File: src/rtl/clock_control.sv
// Front-panel run/stop/step controller for the SSEM clock generator.
// Debounces the panel buttons, edge-detects halt and drives the generator's control inputs.
module clock_control #(
  parameter int unsigned INPUT_CLOCK_FREQUENCY_MHZ = 50,
  parameter int unsigned DEBOUNCE_US               = 10000,
  parameter int unsigned STEP_PULSE_CYCLES         = 2
) (
  input  logic clk_in,
  input  logic reset,
  input  logic run_button,
  input  logic stop_button,
  input  logic step_button,
  input  logic halt,
  output logic stop,
  output logic single_step,
  output logic single_stepping,
  output logic running_lamp,
  output logic halted_lamp
);

  localparam int unsigned DEBOUNCE_CYCLES = INPUT_CLOCK_FREQUENCY_MHZ * DEBOUNCE_US;
  localparam int unsigned CNT_W = (DEBOUNCE_CYCLES > 1) ? $clog2(DEBOUNCE_CYCLES) : 1;
  localparam logic [CNT_W-1:0] CNT_MAX = CNT_W'(DEBOUNCE_CYCLES - 1);
  localparam int unsigned PULSE_W = (STEP_PULSE_CYCLES > 1) ? $clog2(STEP_PULSE_CYCLES) : 1;
  localparam logic [PULSE_W-1:0] PULSE_LAST = PULSE_W'(STEP_PULSE_CYCLES - 1);

  typedef enum logic [1:0] {StIdle, StRun, StStep, StHalt} state_e;

  // Bit 0 = run, bit 1 = stop, bit 2 = step.
  logic [2:0]       raw;
  logic [2:0]       sync1_q, sync2_q, last_q;
  logic [2:0]       level_q, prev_q, armed_q;
  logic [CNT_W-1:0] cnt_q [3];
  logic [1:0]       fill_q;
  logic [2:0]       press;
  logic             halt_q;
  logic             halt_ev, run_ev, stop_ev, step_ev;

  state_e             state_q, state_d;
  logic               step_q, step_d;
  logic [PULSE_W-1:0] pcnt_q, pcnt_d;
  logic               start;

  assign raw = {step_button, stop_button, run_button};

  // A button is armed only once it has been seen released after reset, so a button held
  // through reset produces no event. fill_q marks the synchroniser as refilled after reset.
  always_ff @(posedge clk_in) begin
    if (reset) begin
      sync1_q <= '0;
      sync2_q <= '0;
      last_q  <= '0;
      level_q <= '0;
      prev_q  <= '0;
      armed_q <= '0;
      fill_q  <= '0;
      halt_q  <= 1'b0;
      for (int i = 0; i < 3; i++) cnt_q[i] <= '0;
    end else begin
      sync1_q <= raw;
      sync2_q <= sync1_q;
      last_q  <= sync2_q;
      prev_q  <= level_q;
      fill_q  <= {fill_q[0], 1'b1};
      halt_q  <= halt;
      for (int i = 0; i < 3; i++) begin
        if (sync2_q[i] != last_q[i]) begin
          cnt_q[i] <= '0;
        end else if (cnt_q[i] == CNT_MAX) begin
          level_q[i] <= sync2_q[i];
        end else begin
          cnt_q[i] <= cnt_q[i] + 1'b1;
        end
        if (fill_q[1] && !sync2_q[i]) armed_q[i] <= 1'b1;
      end
    end
  end

  assign press   = level_q & ~prev_q & armed_q;
  assign run_ev  = press[0];
  assign stop_ev = press[1];
  assign step_ev = press[2];
  assign halt_ev = halt & ~halt_q;

  always_comb begin
    state_d = state_q;
    start   = 1'b0;
    case (state_q)
      StIdle: begin
        if (run_ev) begin
          state_d = StRun;
        end else if (step_ev) begin
          state_d = StStep;
          start   = 1'b1;
        end
      end
      StRun: begin
        if (halt_ev)      state_d = StHalt;
        else if (stop_ev) state_d = StStep;
      end
      StStep: begin
        if (halt_ev)                 state_d = StHalt;
        else if (run_ev)             state_d = StRun;
        else if (step_ev && !step_q) start   = 1'b1;
      end
      StHalt: begin
        if (run_ev)       state_d = StRun;
        else if (step_ev) state_d = StStep;
      end
      default: state_d = StIdle;
    endcase

    // Pulse runs only while staying in STEP; a step event mid-pulse is dropped above.
    step_d = 1'b0;
    pcnt_d = pcnt_q;
    if (start) begin
      step_d = 1'b1;
      pcnt_d = PULSE_LAST;
    end else if (state_d == StStep && step_q && pcnt_q != '0) begin
      step_d = 1'b1;
      pcnt_d = pcnt_q - 1'b1;
    end
  end

  always_ff @(posedge clk_in) begin
    if (reset) begin
      state_q         <= StIdle;
      step_q          <= 1'b0;
      pcnt_q          <= '0;
      stop            <= 1'b1;
      single_stepping <= 1'b1;
      running_lamp    <= 1'b0;
      halted_lamp     <= 1'b0;
    end else begin
      state_q         <= state_d;
      step_q          <= step_d;
      pcnt_q          <= pcnt_d;
      stop            <= (state_d == StIdle) || (state_d == StHalt);
      single_stepping <= (state_d != StRun);
      running_lamp    <= (state_d == StRun);
      halted_lamp     <= (state_d == StHalt);
    end
  end

  assign single_step = step_q;

endmodule
File: config.mk
export PLATFORM = sky130hd
export DESIGN_NAME = clock_control
export DESIGN_NICKNAME = d
export VERILOG_FILES = /design/src/rtl/clock_control.sv
export SDC_FILE = /design/constraint.sdc
export NUM_CORES = 1
export LEC_CHECK = 0
export CORE_AREA = 2 2 135 137
export DETAILED_ROUTE_END_ITERATION = 10
export DIE_AREA = 0 0 137 139
export SYNTH_ARGS = -nofsm -noshare
export SYNTH_HDL_FRONTEND = slang
export SYNTH_SLANG_ARGS = --single-unit
File: constraint.sdc
create_clock -name clk_in -period 2.15 [get_ports clk_in]
set_input_delay 0.43 -clock clk_in [delete_from_list [all_inputs] [get_ports clk_in]]
set_output_delay 0.43 -clock clk_in [all_outputs]
set_load 0.05 [all_outputs]
==> results of run 1 <==
[path summary, 6_finish.rpt]
| path | start | to | cells past startpoint |
|---|---|---|---|
| setup / recovery | cnt_q[2][12] | cnt_q[2][11] | 5 |
| hold / removal | sync1_q[2] | sync2_q[2] | 1 |
| hold reg to reg | sync1_q[2] | sync2_q[2] | 1 |
| setup reg to reg | cnt_q[2][12] | cnt_q[2][11] | 5 |
[metal layers]
| metal | vias up | track usage [%] |
|---|---|---|
| li1 | 1598 | - |
| met1 | 1506 | 11.3 |
| met2 | 36 | 15.0 |
| met3 | 10 | 2.67 |
| met4 | 0 | 3.31 |
| met5 | - | 0 |
[cells by family (layout without fill, tap and decap cells)]
family	count (synthesis)	after routing	share of synthesized area, %
AO/OA/AOI/OAI	35	35	5.39
adder cells (fa/ha/maj)	9	9	2.61
AND/OR/NAND/NOR	214	214	25.9
multiplexers	4	4	0.927
XOR/XNOR	44	44	8.92
flip-flops	86	86	53.1
buffers and inverters	32	77	3.16
[final cells by class]
| type | instances | area [um^2] |
|---|---|---|
| clock buffers | 13 | 262 |
| clock inverters | 3 | 43.8 |
| fillers | 1850 | 12400 |
| inverters | 22 | 82.6 |
| multi-input cells | 306 | 1910 |
| flip-flops and latches | 86 | 2290 |
| well taps | 229 | 287 |
| repair buffers | 39 | 330 |
[cell usage after synthesis]
cell type   n
nand3b_1    2
nor2_1     65
nor4b_1     5
xor2_1     11
nand4_1    16
mux2i_1     4
xnor2_1    33
a32oi_1     1
buf_2       1
inv_1      22
nor4bb_1    3
edfxtp_1   57
a32o_1      3
buf_6       2
o31ai_1     4
clkbuf_1    7
nand3_1    22
or3_1       4
a211o_1     1
o21ai_0     4
or2_0       1
a21oi_1    15
and2_1      3
nand4b_1    1
and4_1      1
nor3_1     14
o21ai_1     1
nor2b_1    15
nor3b_1     2
a21o_1      2
nand2b_1    3
nand2_1    24
nor4_1     18
or4_1       6
and3b_1     1
ha_1        9
o21ai_4     1
o21a_1      1
or2_2       6
o211ai_1    1
dfxtp_1    29
o221ai_1    1
and3_1      1
or4_4       1
[state kept, by name (all words and copies together), names as in the netlist, 2 cells and up]
signal	count
cnt_q	57
sync2_q	3
level_q	3
state_q	2
sync1_q	3
armed_q	3
fill_q	2
prev_q	3
last_q	3
[worst max-delay path, cell delays in order (launching register included)]
cell,delay (ns)
edfxtp_1,0.38
or4_1,0.56
or4_4,0.46
o21ai_4,0.14
buf_4,0.17
nor2_1,0.06
[through the flow]
step	instance area [um^2]	hold WS (ns)	setup TNS [ns]
2_1_floorplan	4320	0.414	0
3_3_place_gp	4880	0.419	0
3_5_place_dp	4880	0.431	-0.0456
4_1_cts	5190	0.439	0
5_1_grt	5210	0.460	0
6_report	5210	0.431	0
[what timing repair did]
| action | 4_1_cts | 5_1_grt |
|---|---|---|
| gates resized for setup | 0 | 4 |
| setup buffers | 0 | 0 |
| endpoints found under the setup margin | 0 | 23 |
| hold buffers | 0 | 0 |
[power groups by stage]
| stage | logic [mW] | clock network, mW | registers (mW) |
|---|---|---|---|
| 6_report | 0.103 | 1.58 | 1.79 |
| 5_1_grt | 0.119 | 1.69 | 1.80 |
| 4_1_cts | 0.105 | 1.63 | 1.79 |
| 3_5_place_dp | 0.105 | 0 | 1.83 |
| 3_3_place_gp | 0.103 | 0 | 1.83 |
| 2_1_floorplan | 0.0713 | 0 | 1.82 |
==> flow_metrics.env, run 1 <==
export IMPL_status="finished, final reports clean"
export IMPL_synth_cell_types=44
export IMPL_worstMarginPinSlew_ns=0.502
export IMPL_clk_latency_ns=0.34
export IMPL_vias=3150
export IMPL_dr_wl_met2_mm=3.94
export IMPL_fin_nets=479
export IMPL_io_buffers=10
export IMPL_io_pins=11
export IMPL_seqPwrFrac_pct=51.6
export IMPL_dp_slack_ns=-0.0456
export IMPL_internal_power_mw=2.79
export IMPL_hold_viol=0
export IMPL_critPathLaunchType="register"
export IMPL_syn_area_per_cell_um2=10.2
export IMPL_num_rows=49
export IMPL_synth_area_leaders="edfxtp_1, dfxtp_1, xnor2_1"
export IMPL_die_w_um=137
export IMPL_combPwrFrac_pct=3.0
export IMPL_finish_utilization_pct=29.5
export IMPL_routedWlPerCell_um=11.6
export IMPL_drv_slew=0
export IMPL_chipHeight_um=139
export IMPL_cp_max_fo=8
export IMPL_finalCriticalPeriod_ns=2.03
export IMPL_dp_cells=682
export IMPL_pwr_share_clk_pct=45.4
export IMPL_power_density_mw_per_mm2=667
export IMPL_drt_met1_wl_mm=3.79
export IMPL_synth_nets=439
export IMPL_r2r_setup_slack_ns=0.12
export IMPL_grtUsageTotal_pct=9.16
export IMPL_period_share_pct=94.2
export IMPL_yosys_warnings=0
export IMPL_layout_cells_non_filler=698
export IMPL_antenna_cells=0
export IMPL_dieArea_mm2=0.0190
export IMPL_ant_nets=0
export IMPL_area_delta_synth_final_pct=20.6
export IMPL_clock_sinks=86
export IMPL_p_sw_mw=0.685
export IMPL_path_class="reg -> reg"
export IMPL_skew_ns=0.0107
export IMPL_grt_pass1_vias=3100
export IMPL_power_switching_share_pct=19.7
export IMPL_drc=0
export IMPL_ctsLongestPathBuffers=2
export IMPL_hold_path_class="reg -> reg"
export IMPL_initial_utilization_pct=24.5
export IMPL_yosysSeqAreaShare_pct=53.1
export IMPL_crit_arrival_ns=2.12
export IMPL_syn_area_mm2=0.00432
export IMPL_core_area_mm2=0.0177
export IMPL_ir_worst_vdd_uv=446
export IMPL_h_tree_depth=3
export IMPL_drt_iter0_markers=171
export IMPL_setup_viol_count_final=0
export IMPL_drv_cap=0
export IMPL_worst_slack_ns=0.125
export IMPL_cts_clk_slew_worst_paths_ns=0.07
export IMPL_fmax_ghz=0.494
export IMPL_gp_congestion=0.815
export IMPL_synth_largest_area_cell="edfxtp_1"
export IMPL_drive_gt1_share_pct=11.3
export IMPL_overflow=0
export IMPL_netlist_instances=424
export IMPL_dp_hpwl_mm=5.75
export IMPL_final_cell_mix="nor2_1, edfxtp_1, xnor2_1"
export IMPL_relSlewSlack_pct=66.4
export IMPL_drt_wl_total_mm=8.08
export IMPL_rsz0062_at_grt="no"
export IMPL_layout_commonest_cell="nor2_1"
export IMPL_route_met3_wl_um=232
export IMPL_critPathRequiredTime_ns=2.24
export IMPL_cts_root_buf="clkbuf_16"
export IMPL_synth_top_area_share_pct=39.6
export IMPL_drt_pass1_iterations=5
export IMPL_numCtsBuffers=9
export IMPL_cts_tree="done"
export IMPL_totalPowerFinal_mw=3.47
export IMPL_critPathCaptureType="register"
export IMPL_grt_max_degree=20
export IMPL_antenna_found_initial=0
export IMPL_synth_seq_cells=86
export IMPL_leakage_nw=1.75
export IMPL_viasPerCell=4.51
export IMPL_routed_top_layer="met4"
export IMPL_grt_first_pass_wirelength_mm=14.3
Note: power is estimated with default switching activity, not from simulation.
==> run 2: changes to the inputs <==
- CELL_PAD_IN_SITES_DETAIL_PLACEMENT: unset -> 2
- CELL_PAD_IN_SITES_GLOBAL_PLACEMENT: unset -> 2
- GPL_TIMING_DRIVEN: unset -> 0
- PLACE_DENSITY_LB_ADDON: unset -> 0.1
==> run 2 against run 1 <==
Against the previous run: critical path depth stayed put; core utilization is 0.59 points higher; clock power hardly changed; via count is 2.6% higher; sequential power hardly changed; register-to-register slack worse by 0.11 ns; worst setup slack worse by 0.11 ns; sequential cell count stayed put; combinational power is 28% higher; critical path type unchanged; highest routed layer unchanged.
==> flow_metrics.env, run 2 (same netlist as run 1, synthesis figures left out) <==
export IMPL_status="finished, final reports clean"
export IMPL_worstMarginPinSlew_ns=0.584
export IMPL_ctsLongestPathBuffers=2
export IMPL_critPathLaunchType="register"
export IMPL_drc=0
export IMPL_num_rows=49
export IMPL_io_buffers=10
export IMPL_numCtsBuffers=9
export IMPL_layout_cells_non_filler=694
export IMPL_cts_root_buf="clkbuf_16"
export IMPL_rsz0062_at_grt="yes"
export IMPL_crit_arrival_ns=2.24
export IMPL_grt_pass1_vias=3469
export IMPL_h_tree_depth=3
export IMPL_vias=3231
export IMPL_overflow=0
export IMPL_cts_tree="done"
export IMPL_gp_congestion=0.713
export IMPL_fmax_ghz=0.468
export IMPL_clock_sinks=86
export IMPL_drv_slew=0
export IMPL_r2r_cells=5
export IMPL_drv_cap=0
export IMPL_min_delay_path_depth=1
export IMPL_drive_gt1_share_pct=17.2
export IMPL_largest_reg_flops=57
export IMPL_drt_wl_total_mm=11.0
export IMPL_drt_iter0_markers=106
export IMPL_grt_first_pass_wirelength_mm=18.5
export IMPL_initial_utilization_pct=24.5
export IMPL_dieArea_mm2=0.0190
export IMPL_chipHeight_um=139
export IMPL_hold_path_class="reg -> reg"
export IMPL_fin_setup_tns_ns=0
export IMPL_clk_latency_ns=0.35
export IMPL_grt_max_degree=20
export IMPL_critPathCaptureType="register"
export IMPL_cp_max_fo=5
export IMPL_ant_nets=0
export IMPL_drt_pass1_iterations=2
export IMPL_path_class="reg -> reg"
export IMPL_antenna_found_initial=0
export IMPL_period_share_pct=99.3
export IMPL_area_delta_synth_final_pct=23.0
export IMPL_relSlewSlack_pct=60.7
export IMPL_viasPerCell=4.66
export IMPL_io_pins=11
export IMPL_fin_nets=475
export IMPL_final_cell_mix="edfxtp_1, nor2_1, xnor2_1"
export IMPL_ir_worst_vdd_uv=398
export IMPL_critPathRequiredTime_ns=2.26
export IMPL_power_density_mw_per_mm2=658
export IMPL_routedWlPerCell_um=15.8
export IMPL_hold_viol=0
export IMPL_setup_viol_count_final=0
export IMPL_core_area_mm2=0.0177
export IMPL_top_register="cnt_q"
export IMPL_finalCriticalPeriod_ns=2.13
export IMPL_dp_hpwl_mm=7.40
export IMPL_layout_commonest_cell="edfxtp_1"
export IMPL_grtUsageTotal_pct=12.5
export IMPL_dp_cells=663
export IMPL_die_w_um=137
export IMPL_leakage_nw=1.75
export IMPL_cts_clk_slew_worst_paths_ns=0.07
export IMPL_skew_ns=0.00954
export IMPL_antenna_cells=0
export IMPL_fin_hold_ws_ns=0.441
[run 2: routing by layer]
layer	vias up	track usage, %	part of all wire, %
li1	1601	-	-
met3	12	2.89	2.1
met1	1601	16.5	50
met2	17	19.9	47
met4	0	4.40	1.5
met5	-	0	0
[run 2: metrics by stage]
step | power, mW | utilization, % | setup WS [ns] | area [um^2]
global placement | 1.94 | 26.7 | -0.563 | 4710
CTS | 3.57 | 29.1 | -0.226 | 5130
finish | 3.50 | 30.1 | 0.0154 | 5310
global route | 3.65 | 30.1 | -0.0757 | 5310
floorplan | 1.89 | - | 0.0835 | 4320
detailed placement | 1.94 | 26.7 | -0.568 | 4710
[run 2: repair_timing]
item,CTS,global route
resized for setup,26,29
setup buffers,6,9
cloned,1,0
setup endpoints to repair,98,112
pin swaps,14,8
hold buffers,0,0
[run 2: final timing paths]
kind                from           end  slack, ns
max reg2reg  cnt_q[2][5]  cnt_q[2][15]       0.02
min           sync1_q[2]    sync2_q[2]       0.44
max          cnt_q[2][5]  cnt_q[2][15]       0.02
min reg2reg   sync1_q[2]    sync2_q[2]       0.44
[run 2: area by class of cell]
cell class / count / area, um^2
fillers: 1966 / 12300
inverters: 22 / 82.6
plain buffers: 9 / 51.3
multi-input cells: 306 / 2080
flip-flops and latches: 86 / 2290
clock inverters: 7 / 61.3
repair buffers: 26 / 228
well taps: 229 / 287
clock buffers: 9 / 225
[run 2: power breakdown]
part	internal, mW	switching [mW]
clock network	0.812	0.760
registers	1.77	0.0204
logic	0.0534	0.0782
[run 2: critical path, stage by stage, from the launching register on]
cell and delay, ns:
edfxtp_1 0.48, or4_4 0.51, or4_4 0.45, o21ai_4 0.22, buf_6 0.17, nor2_1 0.05
==> run 3: changes to the inputs <==
- CTS_CLUSTER_SIZE: unset -> 8
- GPL_TIMING_DRIVEN: 0 -> 1
==> run 3 against run 2 <==
Against the previous run: combinational power down 12%; die area unchanged; clock skew down 0.0043 ns; global-route usage down 0.069 points; sequential power about the same; final cell count up 2.6%; clock power up 3%; critical path type unchanged; critical endpoint is now cnt_q[2][5]; highest routed layer unchanged.
==> flow_metrics.env, run 3 (same netlist as run 1, synthesis figures left out) <==
export IMPL_status="finished, final reports clean"
export IMPL_fin_nets=493
export IMPL_finalCriticalPeriod_ns=2.04
export IMPL_viasPerCell=4.67
export IMPL_finish_utilization_pct=30.3
export IMPL_routedWlPerCell_um=15.1
export IMPL_regToRegEndpoint="cnt_q[2][5]"
export IMPL_largest_reg_flops=57
export IMPL_layout_cells_non_filler=712
export IMPL_cts_root_buf="clkbuf_16"
export IMPL_placedInstanceArea_mm2=0.00502
export IMPL_hold_viol=0
export IMPL_cts_resized_gates=0
export IMPL_antenna_found_initial=0
export IMPL_r2r_start="cnt_q[2][12]"
export IMPL_cp_cell_sequence="or4_1 -> or4_4 -> o21ai_4 -> buf_12 -> nor2_1"
export IMPL_overflow=0
export IMPL_antenna_cells=0
export IMPL_h_tree_depth=3
export IMPL_gp_congestion=0.706
export IMPL_drv_cap=0
export IMPL_crit_end="cnt_q[2][5]"
export IMPL_grtUsageTotal_pct=12.4
export IMPL_drv_slew=0
export IMPL_io_pins=11
export IMPL_r2r_cells=5
export IMPL_critPathCaptureType="register"
export IMPL_grt_pass1_vias=3599
export IMPL_relSlewSlack_pct=62.7
export IMPL_r2r_setup_slack_ns=0.11
export IMPL_grt_first_pass_wirelength_mm=18.6
export IMPL_cts_clk_slew_worst_paths_ns=0.07
export IMPL_dieArea_mm2=0.0190
export IMPL_hold_path_class="reg -> reg"
export IMPL_path_class="reg -> reg"
export IMPL_clock_sinks=86
export IMPL_area_delta_synth_final_pct=23.9
export IMPL_crit_arrival_ns=2.14
export IMPL_core_area_mm2=0.0177
export IMPL_vias=3322
export IMPL_drt_wl_total_mm=10.8
export IMPL_max_stage_delay_ns=0.56
export IMPL_layout_commonest_cell="nor2_1"
export IMPL_final_cell_mix="nor2_1, edfxtp_1, buf_4"
export IMPL_crit_slowest_cell="or4_1"
export IMPL_io_buffers=10
export IMPL_worstMarginPinSlew_ns=0.554
export IMPL_final_cell_area_mm2=0.00535
export IMPL_dp_hpwl_mm=7.66
export IMPL_top_register="cnt_q"
export IMPL_power_density_mw_per_mm2=657
export IMPL_fmax_ghz=0.491
export IMPL_cp_max_fo=16
export IMPL_critical_path_startpoint="cnt_q[2][12]"
export IMPL_skew_ns=0.00528
export IMPL_period_share_pct=94.8
export IMPL_initial_utilization_pct=24.5
export IMPL_die_w_um=137
export IMPL_holdBufCountCts=0
export IMPL_drive_gt1_share_pct=13.9
export IMPL_clk_latency_ns=0.34
export IMPL_rsz0062_at_grt="no"
export IMPL_busiest_layer="met2"
export IMPL_grt_util_met3_pct=2.38
export IMPL_setup_viol_count_final=0
export IMPL_drt_pass1_iterations=4
export IMPL_num_rows=49
export IMPL_dp_cells=696
export IMPL_cts_setup_buffers=0
export IMPL_grt_max_degree=20
export IMPL_grt_util_met2_pct=20.0
export IMPL_ctsLongestPathBuffers=2
export IMPL_chipHeight_um=139
export IMPL_drt_iter0_markers=126
export IMPL_critPathRequiredTime_ns=2.25
export IMPL_drc=0
export IMPL_cts_tree="done"
export IMPL_grt_met1_usage_pct=16.5
export IMPL_ir_worst_vdd_uv=357
export IMPL_ant_nets=0
export IMPL_leakage_nw=1.85
export IMPL_critPathLaunchType="register"
export IMPL_numCtsBuffers=9
## run 3: cell types whose count changed in the layout (fill, tap and decap cells not counted), sizes merged
cell | before | now
buf | 17 | 43
clkbuf | 17 | 12
inv | 28 | 24
clkinv | 1 | 2
## run 3: worst min-delay path by stage
stage | slack (ns) | startpoint | endpoint | depth (start not counted)
2_1_floorplan | 0.41 | fill_q[0] | fill_q[1] | 1
3_3_place_gp | 0.42 | fill_q[0] | fill_q[1] | 1
3_5_place_dp | 0.44 | fill_q[0] | fill_q[1] | 1
4_1_cts | 0.45 | fill_q[0] | fill_q[1] | 1
5_1_grt | 0.47 | sync1_q[0] | sync2_q[0] | 1
6_report | 0.45 | fill_q[0] | fill_q[1] | 1
## run 3: area by class of cell
cell class                 instances  area [um^2]
inverter                          22         82.6
clock buffer                      12          279
fill                            1956        12300
sequential                        86         2290
clock inverter                     4         27.5
multi-input combinational        306         1910
tap                              229          287
timing repair buffer              53          473
## run 3: critical path, delay by kind of cell, from the launching register on
kind / cells / cell delay (ns)
buffers and inverters: 1 / 0.16
AOI/OAI and AO/OA: 1 / 0.16
DFF: 1 / 0.39
and+or+nand+nor: 3 / 1.08
## run 3: routing by layer
metal,routed length (um),up-vias
met5,0,-
met4,187,0
met3,203,13
met2,5250,26
met1,5120,1656
li1,-,1627
## run 3: power by group
group | internal, mW | total, mW | switching, mW
registers | 1.77 | 1.79 | 0.0205
logic | 0.0493 | 0.116 | 0.0668
clock network | 0.926 | 1.61 | 0.681
## run 3: through the flow
step           hold slack, ns  setup TNS [ns]  worst slack, ns  power (mW)
2_1_floorplan           0.414               0           0.0835        1.89
3_5_place_dp            0.439          -0.300           -0.130        1.95
6_report                0.446               0            0.113        3.52
4_1_cts                 0.453               0           0.0436        3.60
5_1_grt                 0.471               0           0.0288        3.69
3_3_place_gp            0.420         -0.0421          -0.0421        1.95
